`config.mk`:
```
export PLATFORM = sky130hd
export DESIGN_NAME = scan_mux_decoder
export DESIGN_NICKNAME = d
export VERILOG_FILES = /design/src/rtl/scan_mux_decoder.sv
export SDC_FILE = /design/constraint.sdc
export NUM_CORES = 1
export LEC_CHECK = 0
export BUFFER_PORTS_ARGS = -buffer_cell sky130_fd_sc_hd__buf_2
export CAP_MARGIN = 20
export CORE_MARGIN = 2
export CORE_UTILIZATION = 44
export CTS_BUF_LIST = sky130_fd_sc_hd__clkbuf_8
export DETAILED_ROUTE_END_ITERATION = 16
export PLACE_DENSITY = 0.85
export SYNTH_ARGS = -nofsm -noshare
export SYNTH_HDL_FRONTEND = slang
export SYNTH_SLANG_ARGS = --single-unit
export TNS_END_PERCENT = 30
```
`constraint.sdc`:
```
create_clock -name clock -period 2.09 [get_ports clock]
set_clock_uncertainty 0.2 [all_clocks]
set_input_delay 0.418 -clock clock [delete_from_list [all_inputs] [get_ports clock]]
set_output_delay 0.418 -clock clock [all_outputs]
set_load 0.01 [all_outputs]
```
`src/rtl/scan_mux_decoder.sv`:
```
// Scanning channel multiplexer with one-hot decode and a single-entry sample holder.
// The channel pointer sel_cur is picked per mode: manual, step, auto and hold.
// y is a registered AND-OR mux of the selected channel.
// Each channel change offers one sample on a valid/ready port. If a sample is dropped,
// the sticky overrun flag is set.
// Build option: define SCAN_MUX_AUTO_EN to build the auto-scan dwell counter.
// Without SCAN_MUX_AUTO_EN, mode 2'b10 behaves as hold and DWELL has no effect.
module scan_mux_decoder #(
    parameter int  N_CH   = 4,
    parameter int  DATA_W = 1,
    parameter int  DWELL  = 1000,
    localparam int SEL_W  = $clog2(N_CH)
) (
    input  logic                     clock,
    input  logic                     reset_n,
    input  logic [1:0]               mode,
    input  logic [SEL_W-1:0]         sel_in,
    input  logic                     step,
    input  logic [N_CH*DATA_W-1:0]   data_in,
    output logic [N_CH-1:0]          dec_out,
    output logic [SEL_W-1:0]         sel_cur,
    output logic [DATA_W-1:0]        y,
    output logic                     smp_valid,
    input  logic                     smp_ready,
    output logic [SEL_W-1:0]         smp_ch,
    output logic [DATA_W-1:0]        smp_data,
    output logic                     overrun
);

    localparam logic [SEL_W-1:0] LAST_CH = SEL_W'(N_CH - 1);

    if (N_CH < 2) begin : g_bad_n_ch
        $error("scan_mux_decoder: N_CH must be at least 2");
    end
    if (DWELL < 1) begin : g_bad_dwell
        $error("scan_mux_decoder: DWELL must be at least 1");
    end

    logic [SEL_W-1:0]  sel_cur_q, sel_cur_d, sel_adv;
    logic              step_q, step_d;
    logic [DATA_W-1:0] y_q, y_d;
    logic              smp_valid_q, smp_valid_d;
    logic [SEL_W-1:0]  smp_ch_q, smp_ch_d;
    logic [DATA_W-1:0] smp_data_q, smp_data_d;
    logic              overrun_q, overrun_d;
    logic [DATA_W-1:0] nxt_data;
    logic              smp_evt;
    logic              sel_in_ok;

    // Out-of-range manual requests are only possible when N_CH is not a power of two.
    if ((1 << SEL_W) == N_CH) begin : g_full_range
        assign sel_in_ok = 1'b1;
    end else begin : g_part_range
        assign sel_in_ok = (sel_in <= LAST_CH);
    end

    assign sel_adv = (sel_cur_q == LAST_CH) ? '0 : sel_cur_q + 1'b1;

`ifdef SCAN_MUX_AUTO_EN
    localparam int              DW_W     = (DWELL > 1) ? $clog2(DWELL) : 1;
    localparam logic [DW_W-1:0] DWELL_TC = DW_W'(DWELL - 1);

    logic [DW_W-1:0] dwell_q, dwell_d;

    // Dwell timer: runs only in auto mode, so entering auto always gives a full period.
    always_comb begin
        dwell_d = '0;
        if (mode == 2'b10 && dwell_q != DWELL_TC) begin
            dwell_d = dwell_q + 1'b1;
        end
    end

    // Dwell timer register.
    always_ff @(posedge clock or negedge reset_n) begin
        if (!reset_n) dwell_q <= '0;
        else          dwell_q <= dwell_d;
    end
`endif

    // Next channel selection per mode; the step edge detector tracks step in every mode.
    always_comb begin
        sel_cur_d = sel_cur_q;
        step_d    = step;
        case (mode)
            2'b00:   if (sel_in_ok) sel_cur_d = sel_in;
            2'b01:   if (step && !step_q) sel_cur_d = sel_adv;
`ifdef SCAN_MUX_AUTO_EN
            2'b10:   if (dwell_q == DWELL_TC) sel_cur_d = sel_adv;
`endif
            default: sel_cur_d = sel_cur_q;
        endcase
    end

    // One-hot decode of the current channel.
    always_comb begin
        dec_out            = '0;
        dec_out[sel_cur_q] = 1'b1;
    end

    // AND-OR mux of the current channel, registered into y.
    always_comb begin
        y_d = '0;
        for (int i = 0; i < N_CH; i++) begin
            y_d = y_d | (data_in[i*DATA_W +: DATA_W] & {DATA_W{dec_out[i]}});
        end
    end

    // Slice of the channel being switched to, captured as the new sample.
    always_comb begin
        nxt_data = '0;
        for (int i = 0; i < N_CH; i++) begin
            if (sel_cur_d == SEL_W'(i)) nxt_data = data_in[i*DATA_W +: DATA_W];
        end
    end

    assign smp_evt = (sel_cur_d != sel_cur_q);

    // Single-entry sample holder. A new sample is taken only when the slot is free
    // or is being consumed this cycle; otherwise the sample is dropped and flagged.
    always_comb begin
        smp_valid_d = smp_valid_q;
        smp_ch_d    = smp_ch_q;
        smp_data_d  = smp_data_q;
        overrun_d   = overrun_q;
        if (smp_evt) begin
            if (!smp_valid_q || smp_ready) begin
                smp_valid_d = 1'b1;
                smp_ch_d    = sel_cur_d;
                smp_data_d  = nxt_data;
            end else begin
                overrun_d = 1'b1;
            end
        end else if (smp_valid_q && smp_ready) begin
            smp_valid_d = 1'b0;
        end
    end

    // State registers.
    always_ff @(posedge clock or negedge reset_n) begin
        if (!reset_n) begin
            sel_cur_q   <= '0;
            step_q      <= 1'b0;
            y_q         <= '0;
            smp_valid_q <= 1'b0;
            smp_ch_q    <= '0;
            smp_data_q  <= '0;
            overrun_q   <= 1'b0;
        end else begin
            sel_cur_q   <= sel_cur_d;
            step_q      <= step_d;
            y_q         <= y_d;
            smp_valid_q <= smp_valid_d;
            smp_ch_q    <= smp_ch_d;
            smp_data_q  <= smp_data_d;
            overrun_q   <= overrun_d;
        end
    end

    assign sel_cur   = sel_cur_q;
    assign y         = y_q;
    assign smp_valid = smp_valid_q;
    assign smp_ch    = smp_ch_q;
    assign smp_data  = smp_data_q;
    assign overrun   = overrun_q;

endmodule

```
== Yosys cells after proc, flatten, opt, wreduce, memory -nomap -nowiden ==
Cells that the tools add are included.

* Add/subtract/negate cells: 1
* $lt $le $gt $ge: 2
* Equal/unequal tests: 7
* Muxes and demuxes: 12
* Bitwise operators: 8
* Reduce and logical (&&, ||, !) cells: 12

{| class="wikitable"
|+ Operators with widths
! cell !! number
|-
| $mux W1 || 8
|-
| $eq A2 B2 Y1 const B || 3
|-
| $reduce_and A2 Y1 || 3
|-
| $and A1 B1 Y1 || 4
|-
| $eq A2 B1 Y1 const B || 2
|-
| $logic_not A2 Y1 || 2
|-
| $mux W2 || 2
|-
| $pmux W2 S2 || 1
|-
| $logic_and A1 B1 Y1 || 3
|-
| $lt A2 B3 Y1 const B || 1
|-
| $or A1 B1 Y1 || 3
|-
| $add A2 B1 Y2 const B || 1
|-
| $demux W1 S2 || 1
|-
| $ge A2 B1 Y1 const B || 1
|-
| $logic_not A1 Y1 || 2
|-
| $ne A2 B1 Y1 const B || 1
|-
| $ne A2 B2 Y1 || 1
|-
| $reduce_bool A2 Y1 || 1
|-
| $logic_or A1 B1 Y1 || 1
|-
| $not A1 Y1 || 1
|}

* Register bits: 9
* Bits of input ports: 12
* Word-level logic and storage cells: 49

== Logic depth before layout (Yosys ltp) ==
Gate-level depths: netlist of the first run.

* Depth after elaboration: 9
* Depth in mapped cells: 7

== Least setup slack after synthesis of the first run ==
No wires, ideal clock.

* Kind: register to register
* From: register sel_cur_q[0] (netlist: sel_cur[0])
* To: register smp_data_q (netlist: smp_data)
* Arrival time: 1.842 ns
* Required time: 1.786 ns
* Setup slack: -0.056 ns
* Cell stages (with the launch flop): 8
* Buffers on the path: 0
* Period minus slack after synthesis: 2.146 ns
* Cells stage by stage: dfrtp_1 > inv_1 > ha_1 > nor3b_1 > o211ai_1 > o221a_4 > or2_4 > o41ai_2

* Word-level cells in the longest chain between the ends: 9
* Elaborated cells between the ends (all ways): 15
* Those cells by class: 1 x add/sub; 5 x eq/ne; 7 x mux; 2 x reduce/logical

{| class="wikitable"
|+ RTL lines
! element !! line !! RTL
|-
| start: declaration || 39 || <nowiki>logic [SEL_W-1:0] sel_cur_q, sel_cur_d, sel_adv;</nowiki>
|-
| start signal: assignment || 149 || <nowiki>sel_cur_q <= sel_cur_d;</nowiki>
|-
| $add A2 B1 Y2 / $eq A2 B2 Y1 (equally long branches) || 57 || <nowiki>assign sel_adv = (sel_cur_q == LAST_CH) ? '0 : sel_cur_q + 1'b1;</nowiki>
|-
| $mux W2 || 57 ||
|-
| $mux W2 || 86 || <nowiki>2'b01: if (step && !step_q) sel_cur_d = sel_adv;</nowiki>
|-
| $pmux W2 S2 || 84 || <nowiki>case (mode)</nowiki>
|-
| $logic_not A2 Y1 || 112 || <nowiki>if (sel_cur_d == SEL_W'(i)) nxt_data = data_in[i*DATA_W +: DATA_W];</nowiki>
|-
| $mux W1 (4 in a row) || 112 ||
|-
| end signal: assignment || 154 || <nowiki>smp_data_q <= smp_data_d;</nowiki>
|-
| end: declaration || 44 || <nowiki>logic [DATA_W-1:0] smp_data_q, smp_data_d;</nowiki>
|}

Several ways; a longest one is shown, not always the timed one.
A chain may end at the register's enable or synchronous reset.

== Final worst setup path of the first run ==
Ends and elaborated chain as after synthesis.

==> qor.yml, run 1 <==
status:
  run_status: "complete, no violations"
synth:
  ys_ff_latch: 9
  synth_top_cell_area_share_pct: 36.8
  synth_top_area_cell: "dfrtp_1"
  synth_area_per_cell_um2: 10.5
  syn_nets: 74
  synth.distinct_cells: 29
  synthTopCellsByArea: "dfrtp_1 37%, ha_1 8.2%, mux2_2 5.5%"
  ys_seq_area_share_pct: 36.8
  syn_inst: 58
  yosys_warnings: 0
  synthesis.area_um2: 612
setup_path:
  arrival_ps: 1900
  worstPathMaxFanout: 3
  crit_required_ps: 2020
  crit_path_top_delay_cell: "dfrtp_2"
  crit_buf_inv: 1
  crit_path_start_kind: "flop"
  worst_setup_path_end_kind: "flop"
  cpPeakStageDelay_ps: 420
  path_class: "flop to flop"
  path_cells: "inv_2, ha_4, nor3b_2, o211ai_1, o221a_4, or2_4, o41ai_2"
  crit_family: "compound AO/OA/AOI/OAI gates"
flow_run:
  drv_cap: 0
placed_design:
  globalplace.congestion: 0.825
  port_buffers: 23
  dp.cells: 98
  dpl.hpwl_um: 1110
  pre_cts_ws_ps: -2.41
floorplanning:
  io_pins: 24
  fp.dieW_um: 41.3
  core_um2: 1300
  die_h_um: 41.3
  num_rows: 13
  start_util_pct: 47.0
  dieArea_um2: 1700
clock_network:
  tritoncts: "done"
  clkLatencyLatePin_ps: 230
  clkSlewWorstSetupHoldPaths_ps: 50
  cts_setup_buffers: 0
  cts-buffers-inserted: 3
  htreeDepth: 1
  cts_root_buffer: "clkbuf_8"
  cts.sinks: 9
  clk_path_buf_depth: 2
global_route:
  grt_pass1_wl_um: 2100
  grt_overflow: 0
  track_usage_pct: 19.8
  antenna_found_initial: 0
  grt_max_degree: 10
  grt_pass1_vias: 507
routing:
  drt-total-wl_um: 1410
  maxUsedRoutingLayer: "met4"
  dr.pass1.iters: 4
  m1WireLength_um: 582
  wl_per_cell_um: 13.7
  remaining_drc_errors: 0
  viasPerCell: 5.50
  routed-wl-met3_um: 86
  dr_wl_met2_um: 726
  ant_nets: 0
  vias: 566
  drt_iter0_markers: 7
sta:
  setup_viol: 0
  hold_viol: 0
  worst_pin_slew_ps: 372
  finalWorstSetupSlack_ps: 128
  report.final.slew_viol_count: 0
  rsz0062_at_grt: "false"
  hold_ws_ps: 122
  period_share_pct: 93.9
  fmax_ghz: 0.510
  finalWorstPathRequiredPeriod_ps: 1960
  slew_headroom_pct: 75.2
layout:
  nFillCells: 122
  n_antenna_cell: 0
  areaGrowthSynthToFinish_pct: 37.4
  drive_above_1_share_pct: 53.4
  stdcell_count: 103
  final_util_pct: 64.6
  finalNetCount: 105
power_and_ir_drop:
  fin_total_pwr_w: 0.000709
  p_leak_nw: 0.413
  ir_drop_uv: 469
  p_per_area_nw_per_um2: 844
min_path:
  hold_class: "input pin to flop"
kinds of logic after synthesis:
kind of cell / synth area share, %
xor gates and xnor gates: 1.43
buffers and inverters: 3.68
AOI/OAI and AO/OA: 21.7
adders and majority gates: 8.18
muxes: 7.16
DFF: 36.8
and+or+nand+nor: 21.1
per-layer routing:
| layer | up-vias | track usage [%] |
|---|---|---|
| li1 | 272 | - |
| met1 | 274 | 22.6 |
| met5 | - | 0 |
| met2 | 18 | 34.4 |
| met4 | 0 | 4.84 |
| met3 | 2 | 7.98 |
report_power, final:
group	leakage [nW]	internal (W)	switching [W]	total (W)
sequential	0.104	0.000214	0.0000216	0.000235
clock	0.0269	0.000128	0.0000695	0.000197
combinational	0.282	0.000137	0.000140	0.000277
layout make-up:
type / count / area [um^2] / area share, %
clock buffers: 3 / 41.3 / 4.91
clock inverters: 1 / 3.75 / 0.446
inverters: 3 / 11.3 / 1.34
multi-input cells: 45 / 390 / 46.4
flip-flops and latches: 9 / 228 / 27.1
well taps: 15 / 18.8 / 2.23
repair buffers: 27 / 148 / 17.6
cells in the mapped netlist, drive strengths merged:
cell    instances
o41ai           1
nand2           5
a31oi           1
dfrtp           9
nand3           2
nand2b          4
ha              4
nor2b           4
a21o            1
a22oi           2
buf             1
nor2            2
nor3            1
a211oi          2
a21boi          1
xor2            1
mux2i           1
nor3b           1
o221a           2
or2             1
o21bai          1
o211ai          1
o31ai           1
a21oi           2
or3b            1
mux2            3
inv             3
stage by stage:
| stage | TNS (ps) | instance area (um^2) |
|---|---|---|
| after detailed placement | -2.41 | 759 |
| after global routing | 0 | 841 |
| after CTS | 0 | 826 |
| final | 0 | 841 |
| after global placement | 0 | 759 |
| after floorplan | 0 | 614 |
cell usage in the layout, fill, tap and decap left out, types with 3 or more instances in the layout:
cell,netlist,layout
mux2_2,3,3
nand2b_1,4,4
buf_4,0,3
buf_2,0,23
nor2b_1,3,3
dfrtp_1,9,7
clkbuf_8,0,3
nand2_1,5,5
final timing paths:
| kind | startpoint | to | slack, ps | cells past startpoint |
|---|---|---|---|---|
| worst min-delay path | step | step_q | 120 | 1 |
| worst max register to register | sel_cur[0] | smp_data | 130 | 7 |
| max in group asynchronous | reset_n | sel_cur[1] | 1120 | 2 |
| min in group asynchronous | reset_n | smp_data | 360 | 2 |
| worst max-delay path | sel_cur[0] | smp_data | 130 | 7 |
| worst min register to register | overrun | overrun | 270 | 1 |
flip-flops by register name (all words and copies together), names as in the netlist:
name,cells
y,1
smp_valid,1
smp_data,1
overrun,1
step_q,1
smp_ch,2
sel_cur,2
what timing repair did:
| action | 4_1_cts | 5_1_grt |
|---|---|---|
| hold endpoints to repair | 9 | 0 |
| hold buffers | 1 | 0 |
| pin swaps | 0 | 0 |
| setup endpoints to repair | 2 | 3 |
| resized for setup | 2 | 5 |
Note: power is estimated with default switching activity, not from simulation.
==> run 2: changes to the inputs <==
--- a/config.mk
+++ b/config.mk
@@ -5,13 +5,14 @@
 export SDC_FILE = /design/constraint.sdc
 export NUM_CORES = 1
 export LEC_CHECK = 0
+export ABC_AREA = 1
 export BUFFER_PORTS_ARGS = -buffer_cell sky130_fd_sc_hd__buf_2
 export CAP_MARGIN = 20
 export CORE_MARGIN = 2
 export CORE_UTILIZATION = 44
 export CTS_BUF_LIST = sky130_fd_sc_hd__clkbuf_8
 export DETAILED_ROUTE_END_ITERATION = 16
-export PLACE_DENSITY = 0.85
+export PLACE_DENSITY = 0.86
 export SYNTH_ARGS = -nofsm -noshare
 export SYNTH_HDL_FRONTEND = slang
 export SYNTH_SLANG_ARGS = --single-unit
==> run 2 against run 1 <==
Global-route usage rose by 1.7 points. Synthesized area fell by 1.6%. Flip-flop and latch count did not move. Combinational power rose by 1%. Critical path depth rose by 5. Power rose by 1.0%.
==> qor.yml, run 2 <==
clock_network:
  clkLatencyLatePin_ps: 230
  clk_path_buf_depth: 2
  cts_root_buffer: "clkbuf_8"
  cts.sinks: 9
  clkSlewWorstSetupHoldPaths_ps: 50
  htreeDepth: 1
  cts-buffers-inserted: 3
  tritoncts: "done"
floorplanning:
  start_util_pct: 46.8
  die_h_um: 41.0
  fp.dieW_um: 41.0
  dieArea_um2: 1680
  core_um2: 1280
  io_pins: 24
  num_rows: 13
placed_design:
  globalplace.congestion: 0.762
  port_buffers: 23
  dpl.hpwl_um: 1120
  pre_cts_ws_ps: 167
min_path:
  hold_start: "step"
  min_path_cells: 1
  hold_class: "input pin to flop"
  min_delay_worst_endpoint: "step_q"
sta:
  finalWorstSetupSlack_ps: 163
  rsz0062_at_grt: "false"
  hold_viol: 0
  slew_headroom_pct: 85.9
  fin_setup_tns_ps: 0
  report.final.slew_viol_count: 0
  worst_pin_slew_ps: 211
  setup_viol: 0
  period_share_pct: 92.2
  finalWorstPathRequiredPeriod_ps: 1930
  fmax_ghz: 0.519
global_route:
  grt_pass1_vias: 551
  antenna_found_initial: 0
  grt_max_degree: 10
  grt_overflow: 0
  track_usage_pct: 21.5
  grt_pass1_wl_um: 2230
setup_path:
  crit_family: "simple AND/OR/NAND/NOR gates"
  timing.rr.end: "smp_ch[0]"
  worstPathMaxFanout: 6
  r2r_slack_ps: 160
  reg2reg_from: "sel_cur[0]"
  worst_setup_path_end_kind: "flop"
  crit_path_start_kind: "flop"
  cpPeakStageDelay_ps: 430
  path_cells: "inv_2, ha_1, inv_1, nand3_1, nand3_1, nand2_2, nand2_2, nand2_2, nand2_4, nand2_8, nand2_2, nand2_2"
  crit_buf_inv: 2
  arrival_ps: 1840
  crit_required_ps: 2010
  timing.critical_path.mode_cell: "nand2_2"
  crit_path_top_delay_cell: "dfrtp_2"
  ff2ff_path_depth: 12
  path_class: "flop to flop"
routing:
  vias: 573
  ant_nets: 0
  drt_iter0_markers: 6
  viasPerCell: 5.03
  dr.pass1.iters: 4
  wl_per_cell_um: 12.4
  drt-total-wl_um: 1420
  remaining_drc_errors: 0
layout:
  n_antenna_cell: 0
  finalNetCount: 116
  final_util_pct: 62.2
  final_common_cell: "buf_2"
  drive_above_1_share_pct: 48.5
  areaGrowthSynthToFinish_pct: 32.8
  nFillCells: 109
  final_cell_mix: "23 x buf_2, 15 x nand2_1, 9 x inv_1, 9 x nand3_1, 9 x nand2_2"
synth:
  yosys_warnings: 0
  synth_edf_count: 0
  ys.flop_type: "dfrtp_1"
  synth_most_common_cell: "nand2_1"
  synthesis.area_um2: 602
  syn_nets: 86
  synth_area_per_cell_um2: 8.60
  ys_ff_latch: 9
  synth_top_cell_area_share_pct: 37.4
  synth_common_cells: "15 x nand2_1, 9 x dfrtp_1, 9 x nand2_2, 9 x nand3_1, 8 x inv_1"
  synth_top_area_cell: "dfrtp_1"
  async_flop_share_pct: 100
  ys_seq_area_share_pct: 37.4
  synthTopCellsByArea: "dfrtp_1 37%, nand2_1 9.4%, nand2_2 9.4%"
  syn_inst: 70
  synth.distinct_cells: 17
power_and_ir_drop:
  p_per_area_nw_per_um2: 897
  p_leak_nw: 0.448
  ir_drop_uv: 540
flow_run:
  drv_cap: 0
status:
  run_status: "complete, no violations"
run 2: what timing repair did:
item / 4_1_cts / 5_1_grt
endpoints found under the hold margin: 9 / 0
setup buffers: 0 / 0
resized for setup: 0 / 1
endpoints found under the setup margin: 0 / 3
hold buffers: 1 / 0
run 2: layout make-up:
class,count,area [um^2],area share (%)
Sequential cell,9,226,28.3
Clock inverter,1,3.75,0.469
Inverter,10,37.5,4.69
Clock buffer,3,41.3,5.16
Timing Repair Buffer,25,133,16.6
Multi-Input combinational cell,51,339,42.4
Tap cell,15,18.8,2.35
run 2: cell families after synthesis:
group | synth area share, %
compound gates | 9.15
fa+ha+maj | 8.32
buf+inv | 6.24
flops | 37.4
simple gates | 38.9
run 2: where the power goes:
part	total (W)	internal [W]	switching, W
clock network	0.000197	0.000128	0.0000694
registers	0.000239	0.000213	0.0000259
logic	0.000281	0.000113	0.000168
total	0.000717	0.000454	0.000263
run 2: per-layer routing:
layer | GRT usage (%) | vias to the layer above | part of all wire (%)
li1 | - | 278 | -
met1 | 22.0 | 261 | 37
met2 | 37.5 | 28 | 52
met3 | 7.61 | 6 | 7.2
met4 | 11.7 | 0 | 3.2
met5 | 0 | - | 0
run 2: how the worst max path moves through the flow:
stage                     depth (start not counted)  slack [ps]       start        end
final                                            12         160  sel_cur[0]  smp_ch[0]
after floorplan                                  12         270  sel_cur[0]  smp_ch[1]
after detailed placement                         12         170  sel_cur[0]  smp_ch[0]
after global routing                             12          40  sel_cur[0]  smp_ch[1]
after global placement                           12         240  sel_cur[0]  smp_ch[1]
after CTS                                        12         100  sel_cur[0]  smp_ch[0]
run 2: stage by stage:
stage | hold WS [ps] | std cells | power, W | instance area (um^2)
global placement | 80.7 | 109 | 0.000504 | 743
CTS | 142 | 114 | 0.000722 | 798
floorplan | -77.6 | 70 | 0.000421 | 602
finish | 142 | 114 | 0.000717 | 800
detailed placement | 84.4 | 109 | 0.000518 | 743
global route | 157 | 114 | 0.000774 | 800
run 2: worst register-to-register path, cell delays in order, from the launching register on:
cell,delay [ps]
dfrtp_2,430
inv_2,90
ha_1,310
inv_1,70
nand3_1,80
nand3_1,120
nand2_2,90
nand2_2,70
nand2_2,60
nand2_4,110
nand2_8,70
nand2_2,80
nand2_2,50
==> run 3: changes to the inputs <==
==> constraint.sdc (replaced) <==
create_clock -name clock -period 2.09 [get_ports clock]
set_clock_uncertainty 0.2 [all_clocks]
set_input_delay 0.418 -clock clock [delete_from_list [all_inputs] [get_ports clock]]
set_output_delay 0.418 -clock clock [all_outputs]
set_load 0.1 [all_outputs]
==> run 3 against run 2 <==
Critical path depth stayed put. Clock-buffer cell count is the same. Flip-flop and latch count unchanged. Final area is 7.4% higher. Maximum frequency down 1.4%. Via count fell by 2.4%. Critical endpoint is now smp_data. Largest cell class unchanged.
==> qor.yml, run 3 (same netlist as run 2, synthesis figures left out) <==
clock_network:
  htreeDepth: 1
  clk_path_buf_depth: 2
  cts_root_buffer: "clkbuf_8"
  cts-buffers-inserted: 3
  tritoncts: "done"
  clkSlewWorstSetupHoldPaths_ps: 50
  cts.sinks: 9
  clkLatencyLatePin_ps: 230
sta:
  setup_viol: 0
  rsz0062_at_grt: "false"
  report.final.slew_viol_count: 0
  fmax_ghz: 0.512
  finalWorstPathRequiredPeriod_ps: 1950
  slew_headroom_pct: 67.3
  hold_viol: 0
  period_share_pct: 93.5
  finalWorstSetupSlack_ps: 136
  worst_pin_slew_ps: 493
status:
  run_status: "complete, no violations"
placed_design:
  pre_cts_ws_ps: 146
  globalplace.congestion: 0.809
  port_buffers: 23
  dpl.hpwl_um: 1100
global_route:
  grt_max_degree: 10
  grt_pass1_wl_um: 2060
  antenna_found_initial: 0
  grt_overflow: 0
  grt_pass1_vias: 517
  track_usage_pct: 19.5
setup_path:
  worstPathMaxFanout: 6
  worst_setup_path_end_kind: "flop"
  arrival_ps: 1880
  path_class: "flop to flop"
  crit_required_ps: 2020
  crit_path_start_kind: "flop"
routing:
  drt_iter0_markers: 9
  vias: 559
  remaining_drc_errors: 0
  viasPerCell: 4.95
  wl_per_cell_um: 12.5
  drt-total-wl_um: 1410
  dr.pass1.iters: 2
  ant_nets: 0
floorplanning:
  fp.dieW_um: 41.0
  num_rows: 13
  io_pins: 24
  die_h_um: 41.0
  core_um2: 1280
  dieArea_um2: 1680
  start_util_pct: 46.8
layout:
  nFillCells: 102
  n_antenna_cell: 0
  final_cell_mix: "20 x buf_2, 15 x nand2_1, 9 x inv_1, 9 x nand3_1, 9 x nand2_2"
  drive_above_1_share_pct: 51.0
  areaGrowthSynthToFinish_pct: 42.6
  finalNetCount: 115
  final_util_pct: 66.8
  final_common_cell: "buf_2"
power_and_ir_drop:
  ir_drop_uv: 588
  p_leak_nw: 0.453
  p_per_area_nw_per_um2: 1270
min_path:
  hold_class: "input pin to flop"
flow_run:
  drv_cap: 0
-- run 3: cell count changes in the layout (fill, tap and decap cells not counted) --
| cell | previous run | this run |
|---|---|---|
| buf_12 | 0 | 3 |
| buf_2 | 23 | 20 |
| buf_4 | 1 | 0 |
| dfrtp_1 | 8 | 7 |
| dfrtp_2 | 1 | 0 |
| dfrtp_4 | 0 | 2 |
| ha_1 | 4 | 2 |
| ha_2 | 0 | 1 |
| ha_4 | 0 | 1 |
-- run 3: worst max-delay path, stage by stage (launching register included) --
cell,delay [ps]
dfrtp_4,510
inv_1,130
ha_1,240
inv_1,60
nand3_1,70
nand3_1,110
nand2_2,100
nand2_2,70
nand2_2,60
nand2_4,100
nand2_8,70
nand2_2,70
o21ai_2,50
-- run 3: through the flow --
step	std cells	cell area [um^2]	power [W]	setup TNS, ps	hold WS, ps
after floorplan	70	624	0.000765	-224	-77.6
after global placement	108	803	0.000877	0	81.8
after detailed placement	108	803	0.000890	0	83.4
after CTS	113	858	0.00110	0	131
after global routing	113	858	0.00114	0	133
final	113	858	0.00109	0	137
-- run 3: worst paths after layout --
path / start / to / slack, ps / cells after the start
worst max-delay path: sel_cur[1] / smp_data / 140 / 12
worst min-delay path: step / step_q / 140 / 1
worst max register to register: sel_cur[1] / smp_data / 140 / 12
worst min register to register: overrun / overrun / 250 / 1
max in group asynchronous: reset_n / sel_cur[0] / 1090 / 2
min in group asynchronous: reset_n / y / 380 / 2
-- run 3: per-layer routing --
layer  GRT usage [%]  routed length [um]  vias to the layer above
met1            18.9                 539                      261
met4            16.7                  28                        0
met2            34.0                 779                       17
met5               0                   0                        -
met3            4.89                  66                        4
li1                -                   -                      277
-- run 3: layout make-up --
class / instances / area, um^2 / share of cell area (%)
multi-input cells: 51 / 354 / 41.3
flip-flops and latches: 9 / 233 / 27.1
repair buffers: 24 / 170 / 19.8
clock buffers: 3 / 41.3 / 4.81
inverters: 10 / 37.5 / 4.37
well taps: 15 / 18.8 / 2.19
clock inverters: 1 / 3.75 / 0.437
-- run 3: repair_timing --
item                      CTS  global route
hold endpoints to repair    9             0
hold buffers                1             0
resized for setup           0             0
setup buffers               0             0
-- run 3: report_power, final --
part	switching, W	internal [W]
logic	0.000501	0.000142
registers	0.0000314	0.000216
clock network	0.0000755	0.000129
